### src/rtl/mux_pkg.sv
// mux_pkg: shared mode encodings and round-robin index helper
package mux_pkg;
    localparam logic MODE_FIXED = 1'b0;
    localparam logic MODE_RR    = 1'b1;
    function automatic int rr_index(input int base, input int k, input int n);
        return (base + k >= n) ? base + k - n : base + k;
    endfunction
endpackage

### src/rtl/rr_arbiter.sv
// rr_arbiter: combinational rotate-priority search starting at ptr
module rr_arbiter
    import mux_pkg::*;
#(
    parameter int CHANNELS = 4,
    parameter int SEL_W    = $clog2(CHANNELS)
) (
    input  logic [CHANNELS-1:0] req,
    input  logic [SEL_W-1:0]    ptr,
    output logic [SEL_W-1:0]    grant,
    output logic                grant_valid
);
    always_comb begin
        grant = '0;
        grant_valid = 1'b0;
        // Scan farthest-first so the channel closest to ptr wins last
        for (int k = CHANNELS - 1; k >= 0; k--) begin
            if (req[rr_index(int'(ptr), k, CHANNELS)]) begin
                grant = SEL_W'(rr_index(int'(ptr), k, CHANNELS));
                grant_valid = 1'b1;
            end
        end
    end
endmodule

### src/rtl/mux_nx1_stream.sv
// mux_nx1_stream: N-to-1 stream selector, fixed or round-robin, registered output
module mux_nx1_stream
    import mux_pkg::*;
#(
    parameter int WIDTH    = 3,
    parameter int CHANNELS = 4,
    parameter int SEL_W    = $clog2(CHANNELS)
) (
    input  logic                      clk,
    input  logic                      rst,
    input  logic [CHANNELS*WIDTH-1:0] in_data,
    input  logic [CHANNELS-1:0]       in_valid,
    output logic [CHANNELS-1:0]       in_ready,
    input  logic                      mode,
    input  logic [SEL_W-1:0]          sel,
    output logic [WIDTH-1:0]          out_data,
    output logic [SEL_W-1:0]          out_chan,
    output logic                      out_valid,
    input  logic                      out_ready
);
    localparam int SEL_N = 1 << SEL_W;
    logic [WIDTH-1:0] out_data_q, out_data_d;
    logic [SEL_W-1:0] out_chan_q, out_chan_d, ptr_q, ptr_d, rr_grant, grant;
    logic             out_valid_q, out_valid_d, rr_valid, grant_valid, load_en, xfer;
    logic [SEL_N-1:0] valid_ext;
    rr_arbiter #(.CHANNELS(CHANNELS), .SEL_W(SEL_W)) u_arb (
        .req(in_valid),
        .ptr(ptr_q),
        .grant(rr_grant),
        .grant_valid(rr_valid)
    );
    // Zero-extended valids make out-of-range fixed selects grant nothing
    assign valid_ext = SEL_N'(in_valid);
    always_comb begin
        load_en = !out_valid_q || out_ready;
        grant = (mode == MODE_RR) ? rr_grant : sel;
        grant_valid = (mode == MODE_RR) ? rr_valid : valid_ext[sel];
        xfer = load_en && grant_valid && !rst;
        in_ready = xfer ? CHANNELS'(1) << grant : '0;
        out_data_d = xfer ? in_data[int'(grant)*WIDTH +: WIDTH] : out_data_q;
        out_chan_d = xfer ? grant : out_chan_q;
        out_valid_d = xfer || (out_valid_q && !out_ready);
        ptr_d = !xfer ? ptr_q : (int'(grant) == CHANNELS - 1) ? '0 : grant + 1'b1;
    end
    always_ff @(posedge clk) begin
        if (rst) begin
            out_data_q <= '0;
            out_chan_q <= '0;
            out_valid_q <= 1'b0;
            ptr_q <= '0;
        end else begin
            out_data_q <= out_data_d;
            out_chan_q <= out_chan_d;
            out_valid_q <= out_valid_d;
            ptr_q <= ptr_d;
        end
    end
    assign out_data = out_data_q;
    assign out_chan = out_chan_q;
    assign out_valid = out_valid_q;
endmodule

### config.mk
export PLATFORM = sky130hd
export DESIGN_NAME = mux_nx1_stream
export DESIGN_NICKNAME = d
export VERILOG_FILES = /design/src/rtl/mux_pkg.sv /design/src/rtl/rr_arbiter.sv /design/src/rtl/mux_nx1_stream.sv
export SDC_FILE = /design/constraint.sdc
export NUM_CORES = 1
export LEC_CHECK = 0
export CAP_MARGIN = 10
export CORE_MARGIN = 2
export CORE_UTILIZATION = 35
export CTS_CLUSTER_SIZE = 30
export DETAILED_ROUTE_END_ITERATION = 8
export GPL_TIMING_DRIVEN = 0
export PLACE_DENSITY = 0.72
export SLEW_MARGIN = 20
export SYNTH_ARGS = -nofsm -noshare
export SYNTH_HDL_FRONTEND = slang
export SYNTH_SLANG_ARGS = --single-unit
### constraint.sdc
create_clock -name clk -period 3.1 [get_ports clk]
set_clock_uncertainty 0.1 [all_clocks]
set_input_delay 0.93 -clock clk [delete_from_list [all_inputs] [get_ports clk]]
set_output_delay 0.93 -clock clk [all_outputs]
set_load 0.01 [all_outputs]
Yosys cells after proc, flatten, opt, wreduce, memory -nomap -nowiden
Index checks and enable logic that the tools add are counted.
{"block": "classes", "n_addsub": 8, "n_mul": 1, "n_lt_le_gt_ge": 9, "n_eq_ne": 1, "shifts": 2, "mux": 30, "reduce_logical": 8}
{"cell": "$lt A32 B4 Y1 const B", "count": 4}
{"cell": "$mux W32", "count": 4}
{"cell": "$sub A32 B4 Y32 const B", "count": 3}
{"cell": "$ge A32 B4 Y1 const B", "count": 2}
{"cell": "$mux W1", "count": 14}
{"cell": "$mux W2", "count": 6}
{"cell": "$shiftx A12 B5 Y3", "count": 1}
{"cell": "$bmux W1 S2", "count": 5}
{"cell": "$add A2 B2 Y3 const B", "count": 2}
{"cell": "$mul A2 B2 Y4 const B", "count": 1}
{"cell": "$mux W4", "count": 1}
{"cell": "$shl A1 B2 Y4 const A", "count": 1}
{"cell": "$sub A2 B3 Y4 const B", "count": 1}
{"cell": "$add A2 B1 Y3 const B", "count": 1}
{"cell": "$ge A2 B3 Y1 const B", "count": 1}
{"cell": "$ge A3 B3 Y1 const B", "count": 1}
{"cell": "$logic_and A1 B1 Y1", "count": 3}
{"cell": "$logic_not A1 Y1", "count": 3}
{"cell": "$lt A2 B3 Y1 const B", "count": 1}
{"cell": "$add A2 B1 Y2 const B", "count": 1}
{"cell": "$eq A2 B1 Y1 const B", "count": 1}
{"cell": "$logic_or A1 B1 Y1", "count": 2}
{"block": "totals", "reg_bits": 8, "in_bits": 22, "output_inout_bits": 10, "word_cells": 63}

Longest topological paths before layout
Gate-level depths: netlist (run 1).
{"block": "depth", "word_depth": 14, "depth_mapped": 6, "ltp_nobuf": 6}

By module
Synthesis (run 1) repeated with hierarchy kept, for this count alone.
{"block": "unflattened", "cells_unflattened": 60, "hier_area_um2": 596.8}
{"mod": "mux_nx1_stream", "n_inst": 1, "cells_per_inst": 47, "area_each_um2": 519.2, "seq_area_each_um2": 160.2}
{"mod": "rr_arbiter", "n_inst": 1, "cells_per_inst": 13, "area_each_um2": 77.6, "seq_area_each_um2": 0.0}

Least setup slack after synthesis (run 1)
OpenSTA, ideal clock, no wires.
{"block": "synth_timing", "path_kind": "input -> output", "from": "input port sel[1]", "to": "output port in_ready[1]", "t_arrival_ps": 2085, "t_required_ps": 2070, "slack_ps": -15, "cell_stages": 5, "n_path_buf": 0, "path_cell_list": "mux4_2 -> nor2_2 -> a2111oi_4 -> nand3_2 -> nor2_1"}
{"block": "synth_between", "elab_chain_len": 6, "elab_cells_between_ends": 8, "cone_classes": "shift (1); mux (5); reduce/logical (2)"}
{"item": "from (decl)", "line": "mux_nx1_stream.sv:15", "text": "input logic [SEL_W-1:0] sel,"}
{"item": "$bmux W1 S2", "line": "mux_nx1_stream.sv:37", "text": "grant_valid = (mode == MODE_RR) ? rr_valid : valid_ext[sel];"}
{"item": "$mux W1 (not written as such)", "line": "mux_nx1_stream.sv:37"}
{"item": "$mux W1", "line": "mux_nx1_stream.sv:37"}
{"item": "$logic_and A1 B1 Y1 (2 in a row)", "line": "mux_nx1_stream.sv:38", "text": "xfer = load_en && grant_valid && !rst;"}
{"item": "$mux W4 (*)", "line": "mux_nx1_stream.sv:39", "text": "in_ready = xfer ? CHANNELS'(1) << grant : '0;"}
{"item": "to (decl)", "line": "mux_nx1_stream.sv:13", "text": "output logic [CHANNELS-1:0] in_ready,"}
Every way passes the cells marked *; elsewhere a longest branch is shown, timed or not. The select of a mux whose other input is x is not followed.

Worst setup path in the final report (run 1)
{"block": "layout_timing", "from": "input port in_valid[3]", "to": "output port in_ready[3]"}
{"block": "layout_between", "elab_chain_len": 11, "elab_cells_between_ends": 28, "cone_classes": "shift (1); mux (25); reduce/logical (2)"}
{"item": "from (decl)", "line": "mux_nx1_stream.sv:12", "text": "input logic [CHANNELS-1:0] in_valid,"}
{"item": "$bmux W1 S2", "line": "rr_arbiter.sv:18", "text": "if (req[rr_index(int'(ptr), k, CHANNELS)]) begin"}
{"item": "$mux W1 (not written as such) (2 in a row)", "line": "rr_arbiter.sv:18"}
{"item": "$mux W1 (4 in a row)", "line": "rr_arbiter.sv:18"}
{"item": "$mux W1", "line": "mux_nx1_stream.sv:37"}
{"item": "$logic_and A1 B1 Y1 (2 in a row)", "line": "mux_nx1_stream.sv:38"}
{"item": "$mux W4 (*)", "line": "mux_nx1_stream.sv:39"}
Marks and branches as above.

==> results of run 1 <==
-- flip-flops by register name, indices dropped and copies added, names as in the netlist --
register	count
out_data	3
out_chan	2
out_valid	1
ptr_q	2
-- what timing repair did --
item	in CTS	in global routing
setup endpoints to repair	4	4
pin swaps	7	6
setup buffers	7	2
gates cloned	0	0
gates resized for setup	44	20
-- final cells by class --
type	instances	area, µm²
Timing Repair Buffer	38	355
Buffer	2	23.8
Inverter	2	7.51
Clock buffer	3	22.5
Fill cell	146	646
Multi-Input combinational cell	59	462
Sequential cell	8	160
Tap cell	25	31.3
-- layer usage --
layer  vias to the layer above  wire, µm
met5                         -         0
met3                         2       101
met1                       326       783
met4                         0        25
met2                        22       854
li1                        362         -
-- synth_stat cells (2+ instances only) --
library cell  count  area (µm²)
nand3b_1          4        30.0
dfxtp_1           8         160
a211oi_1          9        67.6
o21ai_0           2        10.0
buf_1             2        7.51
and3_1            6        37.5
nor2_1            8        30.0
a21oi_1           5        25.0
nand2_1           3        11.3
inv_1             2        7.51
o31ai_1           3        22.5
-- cell families after synthesis --
logic type             count (synthesis)
AO/OA/AOI/OAI                         25
XOR/XNOR                               1
buffers and inverters                  5
multiplexers                           1
flip-flops                             8
AND/OR/NAND/NOR                       32
-- worst min-delay path, delay by kind of cell, from the launching register on --
family,cells,cell delay (ns)
flops,1,0.31
simple gates,1,0.05
compound gates,1,0.05
-- path summary, 6_finish.rpt --
path | endpoint | cells after the start
max reg2reg | out_data[1] | 8
max | in_ready[3] | 8
min reg2reg | out_chan[0] | 2
min | out_chan[0] | 2
-- through the flow --
| stage | util (%) | hold slack, ns |
|---|---|---|
| finish | 62.2 | 0.355 |
| global route | 62.2 | 0.379 |
| CTS | 59.2 | 0.357 |
| detailed placement | 55.3 | 0.349 |
| global placement | 55.3 | 0.345 |
| floorplan | - | 0.381 |
-- power breakdown --
group	internal (mW)	switching, mW	leakage, nW	total (mW)
registers	0.116	0.00921	0.0663	0.125
clock network	0.0443	0.0359	0.0138	0.0802
logic	0.0921	0.0702	0.356	0.162
total	0.252	0.115	0.436	0.367
==> impl_metrics.yaml, run 1 <==
status:
  status: "finished with violations"
  violations: "negative setup slack"
synth:
  seq_area_frac_synth_pct: 25.7
  ys_seq_elements: 8
  synth_edf_count: 0
  synth_async_sr_flop_share_pct: 0
  synth.distinct_cells: 31
  avgSynthCellArea_um2: 8.65
  ys_warn_count: 0
  netlist_instances: 72
  synth_compound_area_share_pct: 33.5
  ys.flop_type: "dfxtp_1"
  synthMuxAreaShare_pct: 3.61
  yosys.area_share.simple_pct: 30.1
  synth_top_family_by_area: "compound AO/OA/AOI/OAI gates"
  syn-cell-area_um2: 623
  syn_nets: 94
  synth-xor-area-share_pct: 1.41
  synthAdderAreaFrac_pct: 0
place:
  preCtsSetupSlack_ns: -1.07
  place.gp.congestion: 0.814
  io_buffers: 29
  dp_hpwl_um: 1270
  post_dp_cell_area_um2: 945
  dp_cells: 126
route:
  first_iter_violations: 10
  num_vias: 712
  drt_first_pass_iters: 4
  totalWireLength_um: 1760
  post_drt_wl_per_cell_um: 12.9
  ant_nets: 0
  drc: 0
  drt-vias-per-instance: 5.20
grt:
  grt_max_degree: 11
  grt-busiest-layer: "met2"
  grt_pass1_vias: 602
  track_usage_pct: 17.2
  met2_usage_pct: 28.6
  antenna_found_initial: 0
  overflow: 0
  grt_util_met1_pct: 21.3
  grt_pass1_wl_um: 2620
  grt_use_met3_pct: 1.57
power:
  total_power_uw: 367
  vdd_drop_max_uv: 203
  leakage_nw: 0.436
  p_per_area_nw_per_um2: 346
timing:
  period_needed_ns: 3.16
  final_max_slew_viol_count: 0
  setup_slack_ns: -0.0595
  finalCritPeriodShare_pct: 102
  relSlewSlack_pct: 69.5
  hold_viol: 0
  setup_tns_ns: -0.212
  fmax_ghz: 0.317
  finalSetupViolations: 4
  worstMarginPinSlew_ns: 0.458
  rsz0062_at_grt: "yes"
critical_path:
  cp_cell_sequence: "buf_8, mux4_2, nor2_4, a2111oi_4, buf_4, nand3_4, nor2_1, buf_2"
  worstPathRequired_ns: 2.07
  cp.arrival_ns: 2.13
  worst-path-buf-inv: 3
  criticalPathCategory: "in2out"
  critPathTopFamily: "multiplexers"
  slowest_delay_ns: 0.49
  r2r-start: "ptr_q[1]"
  worst_setup_path_start_kind: "input pin"
  crit_start: "in_valid[3]"
  endpoint_kind: "primary output"
  worstPathMaxFanout: 7
  r2r_setup_slack_ns: 1.15
  crit_path_top_delay_cell: "mux4_2"
clocking:
  clk_transition_reported_paths_ns: 0.06
  cts_hold_buf: 0
  clock_latency_ns: 0.25
  cts_root_buf: "clkbuf_4"
  cts_made_buffers: 3
  cts_tree: "yes"
  clk_path_buf_depth: 2
  clkSinkCount: 8
  cts.htree.levels: 1
layout:
  diodes: 0
  area_growth_pct: 70.5
  final_common_cell: "clkdlybuf4s50_1"
  mostFrequentLayoutCells: "clkdlybuf4s50_1, buf_4, nor2_1, a211oi_1, dfxtp_1"
  fin_nets: 136
  layout-drive-gt1-share_pct: 31.3
  design_area_um2: 1060
  final_cells: 137
floorplanning:
  die_y_um: 46.2
  die_width_um: 46.2
  start_util_pct: 36.5
  core_area_um2: 1710
  io-pin-count: 32
  rows: 15
  die_area_um2: 2130
job:
  maxCapViolCount: 0
min_path:
  min_path_type: "reg2reg"
  hp-start: "out_chan[0]"
Power figures use the tool's default switching activity.
==> inputs of run 2 (changes only) <==
clock period = 3.9 ns   (was 3.1 ns; I/O delays follow)
==> run 2 against run 1 <==
Against the previous run: via count grew 0.56%; count of clock-buffer cells in the layout unchanged; design area decreased by 2.5%; highest routed layer is now met3; power shrank 22%; the flow now finishes without violations; clock power shrank 20%; utilization fell by 1.5 points.
==> impl_metrics.yaml, run 2 (synthesis gave the netlist of run 1 again) <==
status:
  status: "completed"
critical_path:
  crit_start: "sel[1]"
  worstPathRequired_ns: 2.63
  worst_setup_path_start_kind: "input pin"
  cp.arrival_ns: 2.55
  criticalPathCategory: "in2out"
  endpoint_kind: "primary output"
  worstPathMaxFanout: 4
  r2r-start: "ptr_q[1]"
timing:
  fmax_ghz: 0.262
  period_needed_ns: 3.82
  final_max_slew_viol_count: 0
  setup_tns_ns: 0
  worstMarginPinSlew_ns: 0.494
  rsz0062_at_grt: "no"
  finalSetupViolations: 0
  hold_viol: 0
  relSlewSlack_pct: 67.1
  finalCritPeriodShare_pct: 98.0
route:
  totalWireLength_um: 1700
  first_iter_violations: 7
  drt-vias-per-instance: 5.23
  drt_first_pass_iters: 4
  drc: 0
  ant_nets: 0
  num_vias: 716
  post_drt_wl_per_cell_um: 12.4
power:
  p_per_area_nw_per_um2: 277
  vdd_drop_max_uv: 149
  leakage_nw: 0.412
floorplanning:
  die_area_um2: 2130
  core_area_um2: 1710
  die_y_um: 46.2
  die_width_um: 46.2
  rows: 15
  start_util_pct: 36.5
  io-pin-count: 32
place:
  post_dp_cell_area_um2: 945
  dp_hpwl_um: 1240
  io_buffers: 29
  dp_cells: 126
  place.gp.congestion: 0.755
clocking:
  clock_latency_ns: 0.25
  clk_transition_reported_paths_ns: 0.05
  cts_made_buffers: 3
  cts_tree: "yes"
  clkSinkCount: 8
  cts.htree.levels: 1
  clk_path_buf_depth: 2
  cts_root_buf: "clkbuf_4"
grt:
  antenna_found_initial: 0
  track_usage_pct: 17.6
  grt_pass1_wl_um: 2730
  overflow: 0
  grt_pass1_vias: 644
  grt_max_degree: 11
layout:
  diodes: 0
  fill_cells: 153
  fin_nets: 136
  design_area_um2: 1040
  area_growth_pct: 66.3
  layout-drive-gt1-share_pct: 27.7
  final_cells: 137
  final_common_cell: "clkdlybuf4s50_1"
  largest_reg_flops: 3
  mostFrequentLayoutCells: "clkdlybuf4s50_1, nor2_1, a211oi_1, dfxtp_1, buf_4"
min_path:
  min_path_type: "reg2reg"
  hp-start: "out_chan[0]"
job:
  maxCapViolCount: 0
==> run 2: per-stage QoR <==
step | total power [mW] | setup slack, ns | hold WS [ns] | utilization, %
floorplan | 0.160 | 0.305 | 0.381 | -
global placement | 0.211 | -0.841 | 0.344 | 55.3
detailed placement | 0.212 | -0.865 | 0.356 | 55.3
CTS | 0.289 | 0.0397 | 0.364 | 60.7
global route | 0.307 | 0.00730 | 0.400 | 60.7
finish | 0.287 | 0.0783 | 0.362 | 60.7
==> run 2: final cells by class <==
type / count / area [µm²] / share of cell area (%)
Buffer: 3 / 27.5 / 2.66
Clock buffer: 3 / 22.5 / 2.17
Inverter: 2 / 7.51 / 0.725
Multi-Input combinational cell: 59 / 452 / 43.6
Sequential cell: 8 / 160 / 15.5
Tap cell: 25 / 31.3 / 3.02
Timing Repair Buffer: 37 / 335 / 32.4
==> run 2: path summary, 6_finish.rpt <==
| path | endpoint | slack [ns] | cells after the start |
|---|---|---|---|
| worst max-delay path | in_ready[3] | 0.08 | 8 |
| worst min register to register | out_chan[0] | 0.36 | 2 |
| worst min-delay path | out_chan[0] | 0.36 | 2 |
| worst max register to register | out_data[2] | 2.05 | 7 |
==> run 2: worst max-delay path: stages <==
cell and delay, ns:
clkdlybuf4s15_2 0.22, mux4_2 0.53, nor2_4 0.13, a2111oi_4 0.05, buf_4 0.18, nand3_4 0.09
nor2_1 0.05, buf_2 0.15
==> run 2: metal layers <==
| layer | wire, µm | share of wire [%] | up-vias | track usage (%) |
|---|---|---|---|---|
| met5 | 0 | 0 | - | 0 |
| met4 | 0 | 0 | 0 | 6.86 |
| met3 | 91 | 5.4 | 0 | 2.35 |
| met2 | 838 | 49 | 22 | 30.6 |
| met1 | 768 | 45 | 332 | 21.7 |
| li1 | - | - | 362 | - |
==> run 2: timing repair <==
item                       4_1_cts  5_1_grt
setup endpoints to repair        4        2
hold buffers                     0        0
gates cloned                     0        0
gates resized for setup         37        0
pin swaps                        8        1
setup buffers                    8        0
==> run 2: power by group <==
part	internal [mW]	total, mW	leakage [nW]	switching, mW
clock	0.0353	0.0645	0.0138	0.0292
sequential	0.0919	0.0980	0.0663	0.00607
combinational	0.0697	0.125	0.332	0.0552
==> inputs of run 3 (changes only) <==
clock period = 4.71 ns   (was 3.9 ns; I/O delays follow)
==> run 3 against run 2 <==
Against the previous run: critical path type unchanged; utilization shrank 0.81 points; flip-flop and latch count is the same; sequential power shrank 17%; largest power group unchanged; die area is the same; cell count shrank 1.5%.
==> impl_metrics.yaml, run 3 (synthesis gave the netlist of run 1 again) <==
critical_path:
  worst_setup_path_start_kind: "input pin"
  crit_path_top_delay_cell: "clkdlybuf4s50_1"
  endpoint_kind: "primary output"
  worst-path-buf-inv: 3
  critPathTopFamily: "buffers and inverters"
  cp_cell_sequence: "clkdlybuf4s50_1, mux4_2, nor2_4, a2111oi_4, buf_4, nand3_2, nor2_1, dlygate4sd2_1"
  slowest_delay_ns: 0.48
  worstPathRequired_ns: 3.20
  criticalPathCategory: "in2out"
  cp.arrival_ns: 3.07
  worstPathMaxFanout: 4
route:
  drt-vias-per-instance: 5.40
  ant_nets: 0
  totalWireLength_um: 1640
  first_iter_violations: 13
  drc: 0
  drt_first_pass_iters: 4
  num_vias: 729
  post_drt_wl_per_cell_um: 12.1
grt:
  grt_max_degree: 11
  antenna_found_initial: 0
  grt_pass1_wl_um: 2650
  overflow: 0
  track_usage_pct: 17.1
  grt_pass1_vias: 632
timing:
  finalSetupViolations: 0
  period_needed_ns: 4.59
  worstMarginPinSlew_ns: 0.494
  relSlewSlack_pct: 67.1
  fmax_ghz: 0.218
  final_max_slew_viol_count: 0
  setup_tns_ns: 0
  finalCritPeriodShare_pct: 97.4
  hold_viol: 0
  rsz0062_at_grt: "no"
floorplanning:
  rows: 15
  core_area_um2: 1710
  io-pin-count: 32
  start_util_pct: 36.5
  die_y_um: 46.2
  die_width_um: 46.2
  die_area_um2: 2130
clocking:
  cts_root_buf: "clkbuf_4"
  clkSinkCount: 8
  clock_latency_ns: 0.26
  cts_hold_buf: 0
  cts.htree.levels: 1
  cts_tree: "yes"
  cts_made_buffers: 3
  clk_transition_reported_paths_ns: 0.05
  clk_path_buf_depth: 2
layout:
  largest_reg_flops: 3
  final_common_cell: "clkdlybuf4s50_1"
  final_cells: 135
  area_growth_pct: 64.1
  layout-drive-gt1-share_pct: 18.2
  fin_nets: 134
  mostFrequentLayoutCells: "clkdlybuf4s50_1, nor2_1, a211oi_1, dfxtp_1, dlygate4sd2_1"
  diodes: 0
min_path:
  min_path_type: "reg2reg"
place:
  dp_cells: 126
  dp_hpwl_um: 1240
  place.gp.congestion: 0.755
  io_buffers: 29
job:
  maxCapViolCount: 0
power:
  p_per_area_nw_per_um2: 231
  leakage_nw: 0.425
  vdd_drop_max_uv: 121
status:
  status: "completed"
-- run 3: cell types whose count changed in the layout (fill, tap and decap cells not counted), moves of 2 or more --
cell,before,now
buf_2,4,0
dlygate4sd2_1,1,7
clkdlybuf4s15_2,5,0
buf_4,8,6
-- run 3: worst reg2reg max path: cells and delay by family, from the launching register on --
kind,cells,cell delay [ns]
compound gates,5,0.90
flops,1,0.41
buf+inv,1,0.18
simple gates,1,0.16
-- run 3: per-layer routing --
layer / wire [µm] / track usage [%] / share of wire [%] / vias up
met5: 0 / 0 / 0 / -
met4: 8 / 6.86 / 0.49 / 0
met3: 102 / 2.75 / 6.2 / 2
met2: 756 / 29.2 / 46 / 26
met1: 773 / 21.0 / 47 / 343
li1: - / - / - / 358
-- run 3: report_power, final --
| group | internal (mW) | leakage [nW] | total [mW] | switching (mW) |
|---|---|---|---|---|
| Sequential | 0.0761 | 0.0663 | 0.0809 | 0.00487 |
| Combinational | 0.0556 | 0.345 | 0.0998 | 0.0442 |
| Clock | 0.0293 | 0.0138 | 0.0551 | 0.0258 |
-- run 3: repair_timing --
item	4_1_cts	5_1_grt
resized for setup	11	2
setup buffers	6	0
pin swaps	5	0
hold endpoints to repair	0	0
endpoints found under the setup margin	4	1
-- run 3: area by class of cell --
cell class | instances | area [µm²]
Sequential cell | 8 | 160
Inverter | 2 | 7.51
Timing Repair Buffer | 35 | 329
Multi-Input combinational cell | 59 | 444
Buffer | 3 | 27.5
Tap cell | 25 | 31.3
Fill cell | 158 | 686
Clock buffer | 3 | 22.5
-- run 3: per-stage QoR --
step	worst slack (ns)	hold WS (ns)	power [mW]	utilization, %	instance area [µm²]
after floorplan	0.629	0.381	0.132	-	623
after global placement	-0.517	0.344	0.174	55.3	945
after detailed placement	-0.541	0.356	0.176	55.3	945
after CTS	0.0440	0.364	0.236	59.6	1020
after global routing	0.0260	0.400	0.251	59.9	1020
final	0.124	0.362	0.236	59.9	1020
-- run 3: path summary, 6_finish.rpt --
kind / startpoint / end / slack, ns / depth (start not counted)
max: sel[0] / in_ready[1] / 0.12 / 8
min: out_chan[0] / out_chan[0] / 0.36 / 2
max reg2reg: ptr_q[1] / out_data[2] / 2.85 / 7
min reg2reg: out_chan[0] / out_chan[0] / 0.36 / 2
